<file path="src/rtl/debounce_sync_if.sv">
// Signal bundle for the debouncer: raw input toward the block, debounced level and edge strobes back.
// master drives data_in; slave is the debouncer itself.
interface debounce_sync_if;
  logic data_in;
  logic data;
  logic rise;
  logic fall;
  logic busy;

  modport master (output data_in, input data, rise, fall, busy);
  modport slave  (input data_in, output data, rise, fall, busy);
endinterface

</file>
<file path="src/rtl/debounce_sync.sv">
// Switch/button debouncer: samples data_in, qualifies a level after STABLE_CYCLES identical samples.
// Optional macro DEBOUNCE_SYNC_EN selects a two-flop synchronizer instead of a single sample register.
//
// state   | meaning
// --------+---------------------------------------------------
// ST_LO   | accepted level 0, no candidate change
// WAIT_HI | candidate 1 being qualified, cnt = samples seen
// ST_HI   | accepted level 1, no candidate change
// WAIT_LO | candidate 0 being qualified, cnt = samples seen
module debounce_sync #(
  parameter int STABLE_CYCLES = 4,
  parameter int CNT_W         = 16
) (
  input  logic            clk,
  input  logic            reset,
  debounce_sync_if.slave  bus
);

  if (STABLE_CYCLES < 2 || STABLE_CYCLES > 65535 ||
      (longint'(1) << CNT_W) <= longint'(STABLE_CYCLES)) begin : g_bad_param
    $error("debounce_sync: illegal STABLE_CYCLES/CNT_W combination");
  end

  typedef enum logic [1:0] {
    ST_LO   = 2'd0,
    WAIT_HI = 2'd1,
    ST_HI   = 2'd2,
    WAIT_LO = 2'd3
  } state_t;

  localparam logic [CNT_W-1:0] CNT_LAST = CNT_W'(STABLE_CYCLES - 1);
  localparam logic [CNT_W-1:0] CNT_ONE  = CNT_W'(1);

  logic smp;

`ifdef DEBOUNCE_SYNC_EN
  logic smp_meta;

  always_ff @(posedge clk or negedge reset) begin
    if (!reset) begin
      smp_meta <= 1'b0;
      smp      <= 1'b0;
    end else begin
      smp_meta <= bus.data_in;
      smp      <= smp_meta;
    end
  end
`else
  always_ff @(posedge clk or negedge reset) begin
    if (!reset) begin
      smp <= 1'b0;
    end else begin
      smp <= bus.data_in;
    end
  end
`endif

  state_t           state, state_nxt;
  logic [CNT_W-1:0] cnt, cnt_nxt;
  logic             data_q, data_nxt;
  logic             rise_q, rise_nxt;
  logic             fall_q, fall_nxt;
  logic             busy_q, busy_nxt;

  always_ff @(posedge clk or negedge reset) begin
    if (!reset) begin
      state  <= ST_LO;
      cnt    <= '0;
      data_q <= 1'b0;
      rise_q <= 1'b0;
      fall_q <= 1'b0;
      busy_q <= 1'b0;
    end else begin
      state  <= state_nxt;
      cnt    <= cnt_nxt;
      data_q <= data_nxt;
      rise_q <= rise_nxt;
      fall_q <= fall_nxt;
      busy_q <= busy_nxt;
    end
  end

  // cnt counts opposite samples seen so far; it is cleared on every exit so it can never wrap
  always_comb begin
    state_nxt = state;
    cnt_nxt   = cnt;
    data_nxt  = data_q;
    rise_nxt  = 1'b0;
    fall_nxt  = 1'b0;
    case (state)
      ST_LO: begin
        if (smp) begin
          state_nxt = WAIT_HI;
          cnt_nxt   = CNT_ONE;
        end else begin
          cnt_nxt   = '0;
        end
      end
      WAIT_HI: begin
        if (!smp) begin
          state_nxt = ST_LO;
          cnt_nxt   = '0;
        end else if (cnt == CNT_LAST) begin
          state_nxt = ST_HI;
          cnt_nxt   = '0;
          data_nxt  = 1'b1;
          rise_nxt  = 1'b1;
        end else begin
          cnt_nxt   = cnt + CNT_ONE;
        end
      end
      ST_HI: begin
        if (!smp) begin
          state_nxt = WAIT_LO;
          cnt_nxt   = CNT_ONE;
        end else begin
          cnt_nxt   = '0;
        end
      end
      WAIT_LO: begin
        if (smp) begin
          state_nxt = ST_HI;
          cnt_nxt   = '0;
        end else if (cnt == CNT_LAST) begin
          state_nxt = ST_LO;
          cnt_nxt   = '0;
          data_nxt  = 1'b0;
          fall_nxt  = 1'b1;
        end else begin
          cnt_nxt   = cnt + CNT_ONE;
        end
      end
      default: begin
        state_nxt = ST_LO;
        cnt_nxt   = '0;
        data_nxt  = 1'b0;
      end
    endcase
    busy_nxt = (state_nxt == WAIT_HI) || (state_nxt == WAIT_LO);
  end

  assign bus.data = data_q;
  assign bus.rise = rise_q;
  assign bus.fall = fall_q;
  assign bus.busy = busy_q;

endmodule

</file>
<file path="src/flat_wrapper.sv">
// flat-port wrapper written by rule: the top's interface ports become plain ports
module debounce_sync_flat 
#(
  parameter int STABLE_CYCLES = 4,
  parameter int CNT_W         = 16
)
  (clk, reset, bus_data_in, bus_data, bus_rise, bus_fall, bus_busy);
  debounce_sync_if bus_i ();
  input  logic clk;
  input  logic reset;
  input wire logic [$bits(bus_i.data_in)-1:0] bus_data_in;
  output wire logic [$bits(bus_i.data)-1:0] bus_data;
  output wire logic [$bits(bus_i.rise)-1:0] bus_rise;
  output wire logic [$bits(bus_i.fall)-1:0] bus_fall;
  output wire logic [$bits(bus_i.busy)-1:0] bus_busy;
  assign bus_i.data_in = bus_data_in;
  assign bus_data = bus_i.data;
  assign bus_rise = bus_i.rise;
  assign bus_fall = bus_i.fall;
  assign bus_busy = bus_i.busy;
  debounce_sync #(.STABLE_CYCLES(STABLE_CYCLES), .CNT_W(CNT_W)) u_core (.clk(clk), .reset(reset), .bus(bus_i));
endmodule
</file>
<file path="config.mk">
export PLATFORM = sky130hd
export DESIGN_NAME = debounce_sync_flat
export DESIGN_NICKNAME = d
export VERILOG_FILES = /design/src/rtl/debounce_sync_if.sv /design/src/rtl/debounce_sync.sv /design/src/flat_wrapper.sv
export SDC_FILE = /design/constraint.sdc
export NUM_CORES = 1
export LEC_CHECK = 0
export ABC_AREA = 0
export ABC_CLOCK_PERIOD_IN_PS = 1900
export BUFFER_PORTS_ARGS = -buffer_cell sky130_fd_sc_hd__buf_4
export CORE_AREA = 2 2 51 43
export CTS_CLUSTER_SIZE = 10
export DETAILED_ROUTE_END_ITERATION = 10
export DIE_AREA = 0 0 53 45
export PLACE_DENSITY = 0.71
export SKIP_LAST_GASP = 1
export SLEW_MARGIN = 25
export SYNTH_ARGS = -nofsm -noshare
export SYNTH_HDL_FRONTEND = slang
export SYNTH_SLANG_ARGS = --single-unit
export TNS_END_PERCENT = 10
</file>
<file path="constraint.sdc">
create_clock -name clk -period 1.9 [get_ports clk]
set_clock_uncertainty 0.05 [all_clocks]
set_input_delay 0 -clock clk [delete_from_list [all_inputs] [get_ports clk]]
set_output_delay 0 -clock clk [all_outputs]
set_load 0.005 [all_outputs]
</file>
# After elaboration in Yosys (flattened, before gate mapping)
# Index checks and enable logic that the tools add are counted.
[classes] addsub=1 eq_ne=10 reduce_logical=4 mux=23
[op_table] operator="16-bit case mux with 4 select lines" count=1
[op_table] operator="16-bit two-way mux" count=3
[op_table] operator="16-bit by 1-bit adder with 16-bit output, second input constant" count=1
[op_table] operator="16-bit by 2-bit equality test with 1-bit output, second input constant" count=1
[op_table] operator="2-bit two-way mux" count=6
[op_table] operator="1-bit two-way mux" count=11
[op_table] operator="2-bit case mux with 4 select lines" count=1
[op_table] operator="2-bit equality test, second input constant" count=3
[op_table] operator="2-bit by 1-bit != test with 1-bit output, second input constant" count=3
[op_table] operator="5-bit AND reduction" count=1
[op_table] operator="2-bit by 1-bit equality test with 1-bit output, second input constant" count=2
[op_table] operator="2-bit zero test" count=1
[op_table] operator="2-bit != test, second input constant" count=1
[op_table] operator="1-bit case mux with 2 select lines" count=1
[op_table] operator="2-bit nonzero test" count=1
[op_table] operator="1-bit logical OR" count=1
[totals] wordCells=45 register_bits=23 output_inout_bits=4 input_bits=3

# Depth between registers and ports, before layout
# Gate-level depths: netlist (run 1).
[logic_depth] depth_word=6 depth_mapped=6 mapped_depth_nobuf=5

# Least setup slack after synthesis (run 1)
# OpenSTA, ideal clock, no wires.
[synth_path] kind="register to register" from="register u_core.cnt[0]" to="register u_core.cnt[10]" setup_ns=0.121 synth_period_minus_slack_ns=1.660 arrival_time_ns=1.489 setup_slack_ns=0.240 n_path_buf=1 t_required_ns=1.729 stages_incl_launch_ff=7 cell_sequence="dfrtp_1 > ha_1 > nor4b_1 > nand4_1 > nand3_1 > buf_2 > nor2_1"
[synth_via] elab_chain_len=4 word_cells_on_any_way=6 cone_classes="add/sub: 1; eq/ne: 1; mux: 4"
[synth_lines] item="start: declaration" line_no="debounce_sync.sv:59" rtl="logic [CNT_W-1:0] cnt, cnt_nxt;"
[synth_lines] item="start signal: assignment" line_no="debounce_sync.sv:75" rtl="cnt <= cnt_nxt;"
[synth_lines] item="16-bit by 1-bit adder with 16-bit output or 16-bit by 2-bit equality test with 1-bit output (tied branches)"
[synth_lines] item="16-bit two-way mux (*)" line_no="debounce_sync.sv:103, debounce_sync.sv:124"
[synth_lines] item="16-bit two-way mux, on equally long branches" line_no="debounce_sync.sv:121, debounce_sync.sv:100"
[synth_lines] item="16-bit case mux with 4 select lines (*)" line_no="debounce_sync.sv:90" rtl="case (state)"
[synth_lines] item="net u_core.cnt_nxt[10]" line_no="debounce_sync.sv:59"
# Mark *: on every way through the listed nets, which the timed path passes. The rest lies on a longest branch.
# A chain may end at the register's enable or synchronous reset.

# Final worst setup path (run 1)
[layout_path] from="register u_core.cnt[3]" to="register u_core.cnt[15]"
# Same word-level chain as after synthesis.

==> results of run 1 <==
==> cells in the mapped netlist (2+ instances only) <==
master,n,share of area [%]
a21boi_0,2,1.5
nor3_1,5,2.4
nand4_1,4,2.4
nand2_1,3,1.1
nor4_1,6,3.7
inv_1,4,1.5
xnor2_1,10,8.5
nand3_1,7,3.4
nor4b_1,2,1.7
dfrtp_1,22,54
nor2_1,14,5.1
xor2_1,4,3.4
==> power by group through the flow <==
stage / Clock [mW] / Sequential, mW / Combinational [mW]
global route: 0.237 / 0.579 / 0.298
finish: 0.200 / 0.569 / 0.266
floorplan: 0 / 0.565 / 0.146
global placement: 0 / 0.570 / 0.256
detailed placement: 0 / 0.575 / 0.263
CTS: 0.208 / 0.567 / 0.268
==> area by class of cell <==
class	instances	area share (%)
multi-input combinational	70	40.34
inverter	4	1.274
sequential	22	46.71
timing repair buffer	9	7.219
clock buffer	3	1.911
tap	24	2.548
==> cells by family (layout without fill, tap and decap cells) <==
group                      after synthesis  in the layout  share of synthesized area (%)
AOI/OAI and AO/OA                        5              5                          3.528
xor gates and xnor gates                14             14                          11.92
adders and majority gates                1              1                          1.216
buffers and inverters                    5             16                          1.946
muxes                                    1              1                          1.095
and+or+nand+nor                         49             49                          26.77
DFF                                     22             22                          53.53
==> worst max-delay path, delay by kind of cell, from the launching register on <==
family	cells	cell delay (ps)
flops	1	500
compound gates	1	150
simple gates	3	960
==> per-layer routing <==
layer | up-vias | track usage (%) | share of wire (%)
met5 | - | 0 | 0
met3 | 2 | 5.960 | 4.2
met1 | 360 | 28.10 | 49
met2 | 15 | 29.25 | 47
met4 | 0 | 3.077 | 0.53
li1 | 366 | - | -
==> sequential cells by signal, summed over array words and instances (netlist names) <==
| signal | cells |
|---|---|
| u_core.smp | 1 |
| u_core.bus.rise | 1 |
| u_core.bus.busy | 1 |
| u_core.cnt | 16 |
| u_core.bus.fall | 1 |
| u_core.bus.data | 1 |
| u_core.state | 1 |
==> stage by stage <==
stage / hold slack, ps / setup WS (ps) / area [um2] / std cells / utilization, %
detailed placement: -147.4 / 131.0 / 1119 / 127 / 60.82
global placement: -150.6 / 200.5 / 1119 / 127 / 60.82
floorplan: -345.6 / 240.0 / 1028 / 97 / -
global route: 62.22 / 38.49 / 1179 / 132 / 64.08
CTS: 65.49 / 111.5 / 1161 / 132 / 63.13
finish: 58.33 / 178.7 / 1179 / 132 / 64.08
==> timing repair <==
item / 4_1_cts / 5_1_grt
endpoints found under the hold margin: 23 / 0
hold buffers: 2 / 0
setup endpoints to repair: 0 / 20
resized for setup: 0 / 3
==> final timing paths <==
| path | to | slack, ps |
|---|---|---|
| max | u_core.cnt[15] | 180 |
| max reg2reg | u_core.cnt[15] | 180 |
| min | u_core.cnt[6] | 60 |
| min in group clk | u_core.smp | 300 |
| max in group asynchronous | u_core.cnt[11] | 1520 |
| min reg2reg | u_core.bus.rise | 470 |
==> flow_summary_export.csv, run 1 <==
group,metric,value,unit
sta,finalSetupTns,0,ps
placed_design,port_buffers,6,
sta,slew_viol_final,0,
critical_path,path_class,"reg2reg",
clocking,cts_tree,"built",
sta,slew_headroom,77.93,%
critical_path,worstPathRequired,2080,ps
logic_synthesis,postSynthAreaPerCell,10.60,um2
sta,worst_pin_slew,328.1,ps
clocking,cts_max_path_buffers,2,
global_routing,antenna_found_initial,0,
die,ioPinCount,7,
final_layout,nNetsFinal,114,
detailed_routing,route.detailed.drc,0,
detailed_routing,drtPass1Iterations,4,
clocking,path_clk_slew,110,ps
sta,setup_viol,0,
final_layout,final_common_cell,"dfrtp_1",
global_routing,grt_usage,19.31,%
final_layout,multi_input_area,475.5,um2
clocking,ctsHtreeMaxLevel,1,
logic_synthesis,synth-edff-count,0,
critical_path,crit_start,"u_core.cnt[3]",
power_and_ir_drop,p_int,720.0,uW
detailed_routing,final_antenna_net_count,0,
global_routing,grt_max_degree,23,
sta,hold_viol_final,0,
logic_synthesis,yosys_register_bits,22,
logic_synthesis,synthFlopType,"dfrtp_1",
detailed_routing,avgRoutedWirePerCell,14.18,um
clocking,clockRootBuffer,"clkbuf_4",
detailed_routing,drt_iter0_drc,25,
global_routing,grt-ovfl-total,0,
global_routing,grt_pass1_vias,720,
sta,finalCriticalPeriod,1721,ps
global_routing,grt_pass1_wl,3277,um
die,die_x,53,um
power_and_ir_drop,swShare,30.43,%
logic_synthesis,synthArstFlopShare,100.0,%
clocking,clock-sinks,22,
sta,rsz0062_at_grt,"false",
critical_path,reg2reg_from,"u_core.cnt[3]",
power_and_ir_drop,p_leak,0.4843,nW
final_layout,num-fill-cells,147,
logic_synthesis,synth_nets,101,
clocking,cts_buffers,3,
critical_path,cp-end-kind,"flip-flop",
power_and_ir_drop,seqPwrFrac,55.0,%
critical_path,arrival,1900,ps
power_and_ir_drop,p_clk_share,19.3,%
power_and_ir_drop,ir_drop,0.5564,mV
critical_path,path_cells,"nand4_4, or2_4, or4_1, a21oi_1",
detailed_routing,via_count,743,
placed_design,hpwl,1304,um
final_layout,drive_gt1_share,15.74,%
critical_path,startpoint_type,"flip-flop",
sta,min_period_over_period,90.59,%
outcome,status,"finished, final reports clean",
power_and_ir_drop,p_total,1.035,mW
die,start_util,55.92,%
critical_path,critPathMaxStageDelay,500,ps
clocking,post_cts_buffers,0,
logic_synthesis,synth_cells,97,
logic_synthesis,netlist_area,0.001028,mm2
die,die_area,0.002385,mm2
logic_synthesis,synth_cell_types,26,
flow_run,maxCapViolCount,0,
critical_path,r2r_cells,4,
power_and_ir_drop,p_sw,314.9,uW
critical_path,cpMaxStageDelayCell,"dfrtp_1",
clocking,clk_latency,300,ps
final_layout,mostFrequentLayoutCells,"dfrtp_1 (22), nor2_1 (14), xnor2_1 (10), nand3_1 (7), buf_4 (6)",
sta,fmaxAchievable,0.5810,GHz
final_layout,seq_area,550.5,um2
power_and_ir_drop,power_density,878.1,mW/mm2
detailed_routing,vias_per_cell,5.629,
placed_design,gp_congestion,0.8338,
die,rows,14,
detailed_routing,wirelength,1872,um
die,core,0.001839,mm2
logic_synthesis,ys_seq_area_share,53.53,%
power_and_ir_drop,pwr-share-comb,25.7,%
die,dieHeight,45,um
final_layout,num_antenna_cells,0,
final_layout,syn2layout_area_growth,14.60,%
worst_hold_path,min_path_type,"in2async",
logic_synthesis,yosys_warnings,0,
critical_path,worst-path-max-fanout,8,
Note: power is estimated with default switching activity, not from simulation.
==> inputs of run 2 (changes only) <==
ABC_AREA = 1   (was 0)
CORE_AREA = 2 2 55 46   (was 2 2 51 43)
DIE_AREA = 0 0 57 48   (was 0 0 53 45)
==> flow_summary_export.csv, run 2 <==
group,metric,value,unit
power_and_ir_drop,p_total,1.065,mW
placed_design,hpwl,1573,um
detailed_routing,avgRoutedWirePerCell,10.41,um
flow_run,maxCapViolCount,0,
detailed_routing,wl_met1,1052,um
final_layout,syn2layout_area_growth,10.95,%
die,die_area,0.002736,mm2
logic_synthesis,yosys_register_bits,22,
detailed_routing,drtPass1Iterations,4,
logic_synthesis,yosys_warnings,0,
detailed_routing,routed.top_layer,"met4",
sta,slew_viol_final,0,
sta,hold_viol_final,0,
power_and_ir_drop,p_int,724.4,uW
final_layout,mostFrequentLayoutCells,"nand2_1 (42), nor2_1 (38), dfrtp_1 (22), inv_1 (18), nand2_2 (7)",
final_layout,final_common_cell,"nand2_1",
logic_synthesis,synthFlopType,"dfrtp_1",
power_and_ir_drop,p_sw,340.1,uW
placed_design,gp_congestion,0.8158,
power_and_ir_drop,ir_drop,0.5383,mV
clocking,post_cts_buffers,0,
power_and_ir_drop,p_leak,0.5969,nW
clocking,cts_buffers,3,
logic_synthesis,netlist_area,0.001211,mm2
die,die_x,57,um
global_routing,grt_pass1_wl,3615,um
power_and_ir_drop,p_clk_share,24.2,%
detailed_routing,wl_met2,914,um
clocking,ctsHtreeMaxLevel,1,
logic_synthesis,synth_top_cells_by_count,"nand2_1 (42), nor2_1 (38), dfrtp_1 (22)",
logic_synthesis,postSynthAreaPerCell,7.570,um2
final_layout,top_register,"u_core.cnt",
die,dieHeight,48,um
power_and_ir_drop,swShare,31.95,%
clocking,cts_tree,"built",
sta,fmaxAchievable,0.6686,GHz
global_routing,grt-ovfl-total,0,
global_routing,grt_pass1_vias,842,
sta,setup_viol,0,
clocking,cts_max_path_buffers,2,
final_layout,largest_reg_flops,16,
logic_synthesis,ys_top_cells_by_area,"dfrtp_1 (45%), nand2_1 (13%), nor2_1 (12%)",
final_layout,nNetsFinal,177,
die,ioPinCount,7,
logic_synthesis,synthArstFlopShare,100.0,%
power_and_ir_drop,seqPwrFrac,52.5,%
sta,finalCriticalPeriod,1496,ps
detailed_routing,wirelength,2050,um
critical_path,arrival,1690,ps
clocking,clk_latency,310,ps
power_and_ir_drop,power_density,792.2,mW/mm2
critical_path,path_class,"reg2reg",
logic_synthesis,synth_cells,160,
detailed_routing,route.detailed.drc,0,
logic_synthesis,yosys.area.top_type,"dfrtp_1",
sta,worst_pin_slew,277.9,ps
detailed_routing,dr_wl_met3,73,um
worst_hold_path,min_path_type,"in2async",
critical_path,worstPathRequired,2100,ps
critical_path,cp-end-kind,"flip-flop",
final_layout,num_antenna_cells,0,
detailed_routing,final_antenna_net_count,0,
logic_synthesis,synth-edff-count,0,
outcome,status,"finished, final reports clean",
global_routing,antenna_found_initial,0,
sta,min_period_over_period,78.72,%
clocking,clockRootBuffer,"clkbuf_4",
die,core,0.002140,mm2
logic_synthesis,synth_cell_types,23,
logic_synthesis,synth_nets,164,
sta,slew_headroom,81.37,%
die,rows,15,
detailed_routing,drt_iter0_drc,15,
detailed_routing,vias_per_cell,4.756,
sta,finalSetupTns,0,ps
clocking,cts_hold_buffers,2,
global_routing,grt_max_degree,23,
clocking,clock-sinks,22,
logic_synthesis,synth.most_common_cell,"nand2_1",
critical_path,worst-path-max-fanout,9,
placed_design,port_buffers,6,
detailed_routing,via_count,937,
logic_synthesis,ys_seq_area_share,45.45,%
global_routing,grt_usage,17.90,%
die,start_util,56.61,%
critical_path,startpoint_type,"flip-flop",
logic_synthesis,synth.top_cell.area_share,45.45,%
clocking,path_clk_slew,120,ps
final_layout,drive_gt1_share,18.60,%
sta,rsz0062_at_grt,"false",
power_and_ir_drop,pwr-share-comb,23.3,%
clocking,cts_resized,0,
[run 2: final timing paths]
| check | startpoint | to | slack, ps | depth (start not counted) |
|---|---|---|---|---|
| min in group clk | bus_data_in | u_core.smp | 280 | 2 |
| worst max-delay path | u_core.cnt[0] | u_core.cnt[14] | 400 | 8 |
| worst max register to register | u_core.cnt[0] | u_core.cnt[14] | 400 | 8 |
| max in group asynchronous | reset | u_core.cnt[9] | 1540 | 2 |
| worst min-delay path | reset | u_core.bus.rise | 50 | 2 |
| worst min register to register | u_core.cnt[0] | u_core.cnt[0] | 470 | 1 |
[run 2: kinds of logic after synthesis]
family / synth area share [%]
buffers and inverters: 6.508
adders and majority gates: 1.033
xor gates and xnor gates: 1.447
AOI/OAI and AO/OA: 3.822
DFF: 45.45
and+or+nand+nor: 41.74
[run 2: final cells by class]
| cell class | count | area [um2] |
|---|---|---|
| Clock buffer | 4 | 36.28 |
| Fill cell | 201 | 795.8 |
| Inverter | 21 | 78.83 |
| Multi-Input combinational cell | 117 | 581.8 |
| Sequential cell | 22 | 550.5 |
| Tap cell | 25 | 31.28 |
| Timing Repair Buffer | 8 | 65.06 |
[run 2: per-stage QoR]
| step | cell area (um2) | setup WS (ps) | instances | util [%] | hold WS (ps) |
|---|---|---|---|---|---|
| 5_1_grt | 1344 | 296.4 | 197 | 62.81 | 58.86 |
| 4_1_cts | 1344 | 400.0 | 197 | 62.81 | 49.47 |
| 6_report | 1344 | 404.4 | 197 | 62.81 | 48.35 |
| 3_3_place_gp | 1287 | 445.3 | 191 | 60.18 | -146.9 |
| 2_1_floorplan | 1211 | 540.7 | 160 | - | -345.6 |
| 3_5_place_dp | 1287 | 421.2 | 191 | 60.18 | -147.2 |
[run 2: metal layers]
layer	track usage, %	vias to the layer above
met5	0	-
met4	2.791	0
met3	5.676	2
met2	30.80	10
met1	23.17	415
li1	-	510
[run 2: power groups by stage]
| stage | registers [mW] | clock network [mW] | logic (mW) |
|---|---|---|---|
| floorplan | 0.562 | 0 | 0.174 |
| global placement | 0.565 | 0 | 0.244 |
| detailed placement | 0.568 | 0 | 0.249 |
| CTS | 0.559 | 0.268 | 0.254 |
| global route | 0.568 | 0.286 | 0.284 |
| finish | 0.559 | 0.258 | 0.248 |
[run 2: critical path, cell delays in order (launching register included)]
cell and delay (ps):
dfrtp_1 430, ha_1 260, inv_2 90, nor2_2 40, nand2_2 70, nor2_4 50
a21oi_4 250, nand2_1 90, nor2_1 100
